==> src/rtl/uart_tx_fifo.sv <==
// uart_tx_fifo: byte FIFO that feeds a UART transmitter one frame at a time
// via a start/data/done handshake.
module uart_tx_fifo #(
   parameter int DEPTH  = 16,
   parameter int ADDR_W = 4
) (
   input  logic              clk,
   input  logic              rst,
   input  logic              wr_en,
   input  logic [7:0]        wr_data,
   output logic              full,
   output logic              empty,
   output logic [ADDR_W:0]   count,
   output logic              overflow,
   output logic              tx_start,
   output logic [7:0]        tx_data,
   input  logic              tx_done,
   output logic              busy
);
   localparam logic [1:0] S_IDLE = 2'd0;
   localparam logic [1:0] S_WAIT = 2'd1;
   logic [7:0]        r_mem [DEPTH];
   logic [ADDR_W-1:0] r_wr_ptr;
   logic [ADDR_W-1:0] r_rd_ptr;
   logic [ADDR_W:0]   r_count;
   logic [1:0]        r_state;
   logic [1:0]        w_next;
   logic              r_overflow;
   logic              r_tx_start;
   logic [7:0]        r_tx_data;
   logic              w_push;
   logic              w_pop;
   assign full     = r_count == (ADDR_W+1)'(DEPTH);
   assign empty    = r_count == '0;
   assign busy     = r_state == S_WAIT;
   assign count    = r_count;
   assign overflow = r_overflow;
   assign tx_start = r_tx_start;
   assign tx_data  = r_tx_data;
   // full is the registered flag, so a write racing a pop on a full FIFO is still dropped
   assign w_push   = wr_en & ~full;
   always_ff @(posedge clk or posedge rst) begin
      if (rst) r_state <= S_IDLE;
      else     r_state <= w_next;
   end
   always_comb begin
      w_next = (r_state == S_IDLE) ? (empty ? S_IDLE : S_WAIT) :
               (r_state == S_WAIT) ? (tx_done ? S_IDLE : S_WAIT) : S_IDLE;
   end
   always_comb begin
      w_pop = (r_state == S_IDLE) && !empty;
   end
   always_ff @(posedge clk) begin
      if (w_push) r_mem[r_wr_ptr] <= wr_data;
   end
   always_ff @(posedge clk or posedge rst) begin
      if (rst) begin
         r_wr_ptr   <= '0;
         r_rd_ptr   <= '0;
         r_count    <= '0;
         r_overflow <= 1'b0;
         r_tx_start <= 1'b0;
         r_tx_data  <= 8'h00;
      end else begin
         r_wr_ptr   <= r_wr_ptr + ADDR_W'(w_push);
         r_rd_ptr   <= r_rd_ptr + ADDR_W'(w_pop);
         r_count    <= r_count + (ADDR_W+1)'(w_push) - (ADDR_W+1)'(w_pop);
         r_overflow <= wr_en & full;
         r_tx_start <= w_pop;
         if (w_pop) r_tx_data <= r_mem[r_rd_ptr];
      end
   end
endmodule
==> config.mk <==
export PLATFORM = sky130hd
export DESIGN_NAME = uart_tx_fifo
export DESIGN_NICKNAME = d
export VERILOG_FILES = /design/src/rtl/uart_tx_fifo.sv
export SDC_FILE = /design/constraint.sdc
export NUM_CORES = 1
export LEC_CHECK = 0
export CAP_MARGIN = 20
export CORE_MARGIN = 2
export CORE_UTILIZATION = 60
export CTS_BUF_LIST = sky130_fd_sc_hd__clkbuf_16
export DETAILED_ROUTE_END_ITERATION = 6
export PLACE_DENSITY = 0.88
export SYNTH_ARGS = -nofsm -noshare
export SYNTH_HDL_FRONTEND = slang
export SYNTH_SLANG_ARGS = --single-unit
==> constraint.sdc <==
create_clock -name clk -period 4.39 [get_ports clk]
set_input_delay 0.878 -clock clk [delete_from_list [all_inputs] [get_ports clk]]
set_output_delay 0.878 -clock clk [all_outputs]
set_load 0.005 [all_outputs]
==> results of run 1 <==
-- final cells by class --
cell class | instances | area share, %
sequential | 152 | 63.3
multi-input combinational | 120 | 20.4
clock buffer | 20 | 7.13
timing repair buffer | 35 | 5.13
tap | 133 | 2.37
clock inverter | 12 | 1.10
inverter | 11 | 0.588
-- per-layer routing --
layer	share of wire [%]	GRT usage (%)
met1	41	30.2
met4	2.2	9.46
met5	0	0
met3	6.3	6.20
met2	50	34.9
-- worst max path at each step --
stage | start | to | slack [ps] | cells past startpoint
after detailed placement | wr_en | r_mem[2][7]$_DFFE_PP_ | 1280 | 5
after global routing | count[3]$_DFF_PP0_ | count[4]$_DFF_PP0_ | 1180 | 14
after global placement | wr_en | r_mem[2][7]$_DFFE_PP_ | 1380 | 5
final | count[2]$_DFF_PP0_ | count[4]$_DFF_PP0_ | 1450 | 14
after floorplan | count[3]$_DFF_PP0_ | count[4]$_DFF_PP0_ | 1860 | 15
after CTS | count[2]$_DFF_PP0_ | count[4]$_DFF_PP0_ | 1430 | 14
-- kinds of logic (layout without fill, tap and decap cells) --
group,after synthesis,count (layout),share of synthesized area (%)
DFF,152,152,73.7
muxes,49,49,14.8
and+or+nand+nor,40,40,3.77
buffers and inverters,25,78,2.57
AOI/OAI and AO/OA,12,12,1.58
adders and majority gates,11,11,2.41
xor gates and xnor gates,8,8,1.16
-- worst max-delay path, delay by kind of cell (launching register included) --
| family | cells | cell delay [ps] |
|---|---|---|
| fa+ha+maj | 4 | 1040 |
| simple gates | 2 | 680 |
| buf+inv | 5 | 400 |
| flops | 1 | 390 |
| compound gates | 2 | 210 |
| xor+xnor | 1 | 140 |
-- placed cells by master, fill, tap and decap left out, types with 4 or more instances in the layout --
cell type          n
mux2i_1           17
dfrtp_1           23
mux4_2            31
clkinv_2           5
xnor2_1            4
nand2_1            9
o221ai_1           8
inv_1             13
ha_1              10
edfxtp_1         128
nor2_1            12
xor2_1             4
clkbuf_16         20
clkdlybuf4s50_1   29
-- state kept, by name, summed over array words and instances, names as in the netlist --
signal    count
r_rd_ptr      4
overflow      1
r_wr_ptr      4
tx_data       8
count         5
r_state       1
tx_start      1
r_mem       128
-- synthesized netlist by cell type --
cell	count	area share (%)
o21bai_1	1	0.12
xor2_1	4	0.58
nand2_2	1	0.10
nor3_1	3	0.25
nand2_1	9	0.56
a21oi_1	2	0.17
and4bb_1	1	0.21
clkbuf_1	3	0.19
or2_1	1	0.10
inv_1	10	0.62
nor4b_4	1	0.39
ha_1	10	2.1
mux2i_1	17	2.8
mux4_2	31	12
buf_1	1	0.062
edfxtp_1	128	64
nand3b_1	2	0.25
nor3_2	1	0.17
xnor2_1	4	0.58
and2_1	1	0.10
nand3_1	3	0.25
nand2b_1	2	0.21
inv_2	1	0.062
buf_8	1	0.25
nor2_1	12	0.75
buf_12	2	0.66
nand2b_4	1	0.23
o221ai_1	8	1.2
buf_6	1	0.19
dfrtp_1	24	10
fa_1	1	0.33
or3_1	2	0.21
mux4_1	1	0.44
buf_2	5	0.41
a21o_1	1	0.12
buf_4	1	0.12
-- metrics by stage --
step                std cells  power [W]
global route              483    0.00485
finish                    483    0.00463
CTS                       478    0.00463
detailed placement        446    0.00322
global placement          446    0.00317
floorplan                 297    0.00289
-- power groups by stage --
stage / logic, W / clock network, W / registers (W)
2_1_floorplan: 0.000975 / 0 / 0.00192
3_3_place_gp: 0.00109 / 0 / 0.00208
3_5_place_dp: 0.00113 / 0 / 0.00210
4_1_cts: 0.00115 / 0.00140 / 0.00208
5_1_grt: 0.00132 / 0.00147 / 0.00206
6_report: 0.00121 / 0.00139 / 0.00203
==> metrics.yaml, run 1 <==
detailed_routing:
  routed_wl_mm: 11.2
  antenna_left: 0
  firstDrtPassIters: 5
  wl_per_cell_um: 23.1
  route.detailed.drc: 0
  drt_iter0_drc: 286
  vias_per_cell: 5.98
  vias: 2890
power_and_ir_drop:
  power_leakage_nw: 2.48
  vdd.ir_drop.worst_uv: 364
  p_clk_share_pct: 30.1
  pwr_density_cell_nw_per_um2: 659
  p_sw_w: 0.00131
  seqPwrFrac_pct: 43.8
  switching_share_pct: 28.2
  internal_power_w: 0.00332
  pwr-share-comb_pct: 26.2
cts:
  ctsResizeCount: 0
  cts_setup_buffers: 0
  cts_root_buffer: "clkbuf_16"
  cts-buffers-inserted: 17
  clkTransAtPathRegs_ps: 60
  cts_tree: "yes"
  htree_levels: 4
  clockBufferDepth: 2
  cts_num_sinks: 152
  cts_hold_repair.buffers: 0
  clock_latency_ps: 410
layout:
  postLayoutCellArea_um2: 7020
  diodes: 0
  final.fill_count: 578
  nets: 360
  multi_input_area_um2: 1430
  drive_above_1_share_pct: 19.7
  regArea_um2: 4450
  finish.utilization_pct: 71.9
  areaGrowthSynthToFinish_pct: 16.4
placement:
  portBuffers: 29
  place_area_um2: 6380
  dp_hpwl_mm: 6.63
  gp_congestion: 0.804
  dp_slack_ps: 1280
synth:
  ys.warnings.count: 0
  ys_ff_latch: 152
  synth.cell_area_um2: 6030
  synth_cell_types: 36
  avgSynthCellArea_um2: 20.3
  synthCells: 297
  synth_nets: 320
  yosysSeqAreaShare_pct: 73.7
critical_path:
  rrSetupSlack_ps: 1450
  crit_path_top_delay_cell: "or2_1"
  start_kind: "register"
  r2r_end: "count[4]$_DFF_PP0_"
  crit_path_end_kind: "register"
  worstSetupPathType: "reg -> reg"
  cp_cell_sequence: "inv_1, ha_1, nor4b_4, or2_1, inv_2, ha_1, inv_1, ha_1, inv_1, fa_1, inv_1, a21oi_1, o21bai_1, xnor2_1"
  arrival_ps: 3270
  r2r_start: "count[2]$_DFF_PP0_"
  crit_fanout: 9
  crit_required_ps: 4720
  r2r_cells: 14
  path_common_cell: "inv_1"
  slowest_delay_ps: 400
hold_path:
  whs_path_depth: 2
  worst_hold_startpoint: "tx_data[6]$_DFFE_PP0P_"
  min_path_type: "reg -> reg"
  min_to: "tx_data[6]$_DFFE_PP0P_"
sta:
  setup_viol: 0
  min_period_ps: 2940
  maxSlewHeadroom_pct: 29.5
  fin_ws_ps: 1450
  finalHoldWorstSlack_ps: 507
  post-route-period-util_pct: 67.0
  tightest_slew_ps: 1060
  hold_viol: 0
  rsz0062_at_grt: "false"
  fin_skew_ps: 9.69
  maxSlewViolCount: 0
  final.setup.tns_ps: 0
  max_freq_mhz: 340
global_routing:
  grt_max_degree: 34
  grt_first_pass_wirelength_mm: 17.4
  gr-total-overflow: 0
  grt_usage_pct: 22.4
  grt_pass1_vias: 2972
  antenna_found_initial: 0
flow_run:
  drv_cap: 0
floorplanning:
  ioPinCount: 30
  die_h_um: 104
  rows: 36
  start_util_pct: 61.7
  core-area_um2: 9770
  die_area_um2: 10900
  die_w_um: 104
outcome:
  outcome: "complete, no violations"
No activity file was read; power rests on OpenSTA's default activity.
==> run 2: changes to the inputs <==
Settings changed: CORE_UTILIZATION 60 to 54, PLACE_DENSITY 0.88 to 0.84.
Clock period 4.39 ns to 2.4 ns, I/O delays scaled along.
==> run 2 against run 1 <==
Effect of this change:
- total power up 86%
- final area up 2.8%
- clock skew down 0.77 ps
- global-route usage down 0.28 points
- final cell count up 6.2%
- non-clock buffer count up 23
- combinational power up 110%
- core utilization down 5.5 points
- via count up 6.0%
==> metrics.yaml, run 2 (synthesis gave the netlist of run 1 again) <==
cts:
  cts_tree: "yes"
  htree_levels: 4  # unchanged
  cts-buffers-inserted: 17  # unchanged
  clockBufferDepth: 2  # unchanged
  clkTransAtPathRegs_ps: 60  # about the same
  cts_root_buffer: "clkbuf_16"
  clock_latency_ps: 410  # about the same
  cts_num_sinks: 152  # unchanged
critical_path:
  crit_path_top_delay_cell: "clkdlybuf4s50_1"
  crit_path_end_kind: "output port"
  worstSetupPathType: "reg -> out"
  crit_fanout: 3  # -6
  slowest_delay_ps: 520  # +120 ps
  r2r_cells: 14  # unchanged
  crit_required_ps: 1920  # -2800 ps
  worstSetupPathDepth: 4  # -10
  crit_family: "buffers and inverters"
  cp_cell_sequence: "inv_2, ha_4, and4bb_1, clkdlybuf4s50_1"
  critPathBufInv: 2  # -3
  start_kind: "register"
  arrival_ps: 1800  # -1470 ps
layout:
  mostFrequentLayoutCells: "edfxtp_1 (128), mux4_2 (31), clkdlybuf4s50_1 (28), buf_4 (28), dfrtp_1 (23)"
  largest_reg_flops: 128  # unchanged
  multi_input_area_um2: 1480  # +3.0%
  areaGrowthSynthToFinish_pct: 19.7
  layout_commonest_cell: "edfxtp_1"
  diodes: 0  # unchanged
  regMostFlops: "r_mem"
  final.fill_count: 685  # +19%
  nets: 383  # +6.4%
  drive_above_1_share_pct: 28.4  # +8.7 points
  regArea_um2: 4450  # unchanged
detailed_routing:
  routed_wl_mm: 11.8  # +5.9%
  firstDrtPassIters: 6  # +1
  vias: 3062  # +6.0%
  drt_iter0_drc: 259  # -9.4%
  route.detailed.drc: 0  # unchanged
  antenna_left: 0  # unchanged
  vias_per_cell: 5.97  # -0.24%
  wl_per_cell_um: 23.1  # -0.33%
placement:
  dp_hpwl_mm: 7.07  # +6.7%
  gp_congestion: 0.829  # +3.1%
  dp_slack_ps: -26.8  # -1310 ps
  portBuffers: 29  # unchanged
sta:
  setup_viol: 0  # unchanged
  maxSlewHeadroom_pct: 62.1  # +33 points
  final.setup.tns_ps: 0  # unchanged
  fin_skew_ps: 8.91  # -0.772 ps
  maxSlewViolCount: 0  # unchanged
  min_period_ps: 2280
  tightest_slew_ps: 567  # -491 ps
  fin_ws_ps: 115  # -1330 ps
  hold_viol: 0  # unchanged
  rsz0062_at_grt: "false"
  post-route-period-util_pct: 95.2
  max_freq_mhz: 438
outcome:
  outcome: "complete, no violations"
floorplanning:
  rows: 38  # +5.6%
  core-area_um2: 10900  # +11%
  ioPinCount: 30  # unchanged
  start_util_pct: 55.4  # -6.3 points
  die_h_um: 110  # +5.2%
  die_area_um2: 12000  # +11%
  die_w_um: 110  # +5.2%
global_routing:
  grt_first_pass_wirelength_mm: 18.2  # +4.8%
  grt_pass1_vias: 3177  # +6.9%
  top_usage_layer: "met2"
  use_met2_pct: 37.7  # +2.8 points
  antenna_found_initial: 0  # unchanged
  grt_max_degree: 34  # unchanged
  gr-total-overflow: 0  # unchanged
  grt_usage_pct: 22.1  # -0.28 points
  met3_usage_pct: 6.22  # +0.021 points
  grt_use_met1_pct: 26.9  # -3.3 points
power_and_ir_drop:
  pwr_density_cell_nw_per_um2: 1200  # +81%
  vdd.ir_drop.worst_uv: 737  # +100%
  power_leakage_nw: 2.56  # +3.4%
flow_run:
  drv_cap: 0  # unchanged
hold_path:
  min_path_type: "in -> async"
run 2: area by class of cell:
type	count	area share (%)
Sequential cell	152	61.6
Multi-Input combinational cell	120	20.4
Inverter	11	0.606
Timing Repair Buffer	58	7.19
Tap cell	140	2.43
Clock inverter	15	1.91
Clock buffer	17	5.89
run 2: worst paths after layout:
| path | slack [ps] | startpoint | end |
|---|---|---|---|
| min in group clk | 520 | tx_data[6]$_DFFE_PP0P_ | tx_data[6]$_DFFE_PP0P_ |
| setup reg to reg | 130 | count[2]$_DFF_PP0_ | count[4]$_DFF_PP0_ |
| max in group asynchronous | 1720 | rst | r_rd_ptr[0]$_DFF_PP0_ |
| setup / recovery | 120 | count[2]$_DFF_PP0_ | full |
| hold reg to reg | 520 | tx_data[6]$_DFFE_PP0P_ | tx_data[6]$_DFFE_PP0P_ |
| hold / removal | 420 | rst | r_rd_ptr[2]$_DFF_PP0_ |
run 2: worst register-to-register path: stages (launching register included):
cell	delay [ps]
dfrtp_1	390
inv_2	70
ha_4	160
nor4b_4	130
or2_4	250
inv_4	80
ha_4	190
inv_2	60
ha_4	130
inv_2	30
fa_2	320
inv_1	60
a21oi_1	50
o21bai_1	150
xnor2_1	130
run 2: repair_timing:
action                                  in CTS  in global routing
hold buffers                                 0                  0
endpoints found under the setup margin       2                  1
gates resized for setup                      4                  1
gates cloned                                 0                  0
pin swaps                                    0                  4
buffers inserted                             1                  4
run 2: per-layer routing:
metal | vias to the layer above | wire, µm
li1 | 1312 | -
met1 | 1557 | 4370
met2 | 159 | 6260
met3 | 34 | 905
met4 | 0 | 295
met5 | - | 0
run 2: power breakdown:
part / internal (W) / switching, W / leakage, nW
clock: 0.00136 / 0.00111 / 0.271
sequential: 0.00329 / 0.000276 / 1.44
combinational: 0.00135 / 0.00124 / 0.844
total: 0.00601 / 0.00262 / 2.56
run 2: per-stage QoR:
step                      cells  power, W  instance area (µm²)  util, %  hold slack (ps)
after floorplan             297   0.00532                 6070        -              478
after global placement      476   0.00600                 6610     60.7              490
after detailed placement    476   0.00612                 6610     60.7              496
after CTS                   509   0.00862                 7180     66.0              429
after global routing        513   0.00903                 7220     66.3              462
final                       513   0.00863                 7220     66.3              417
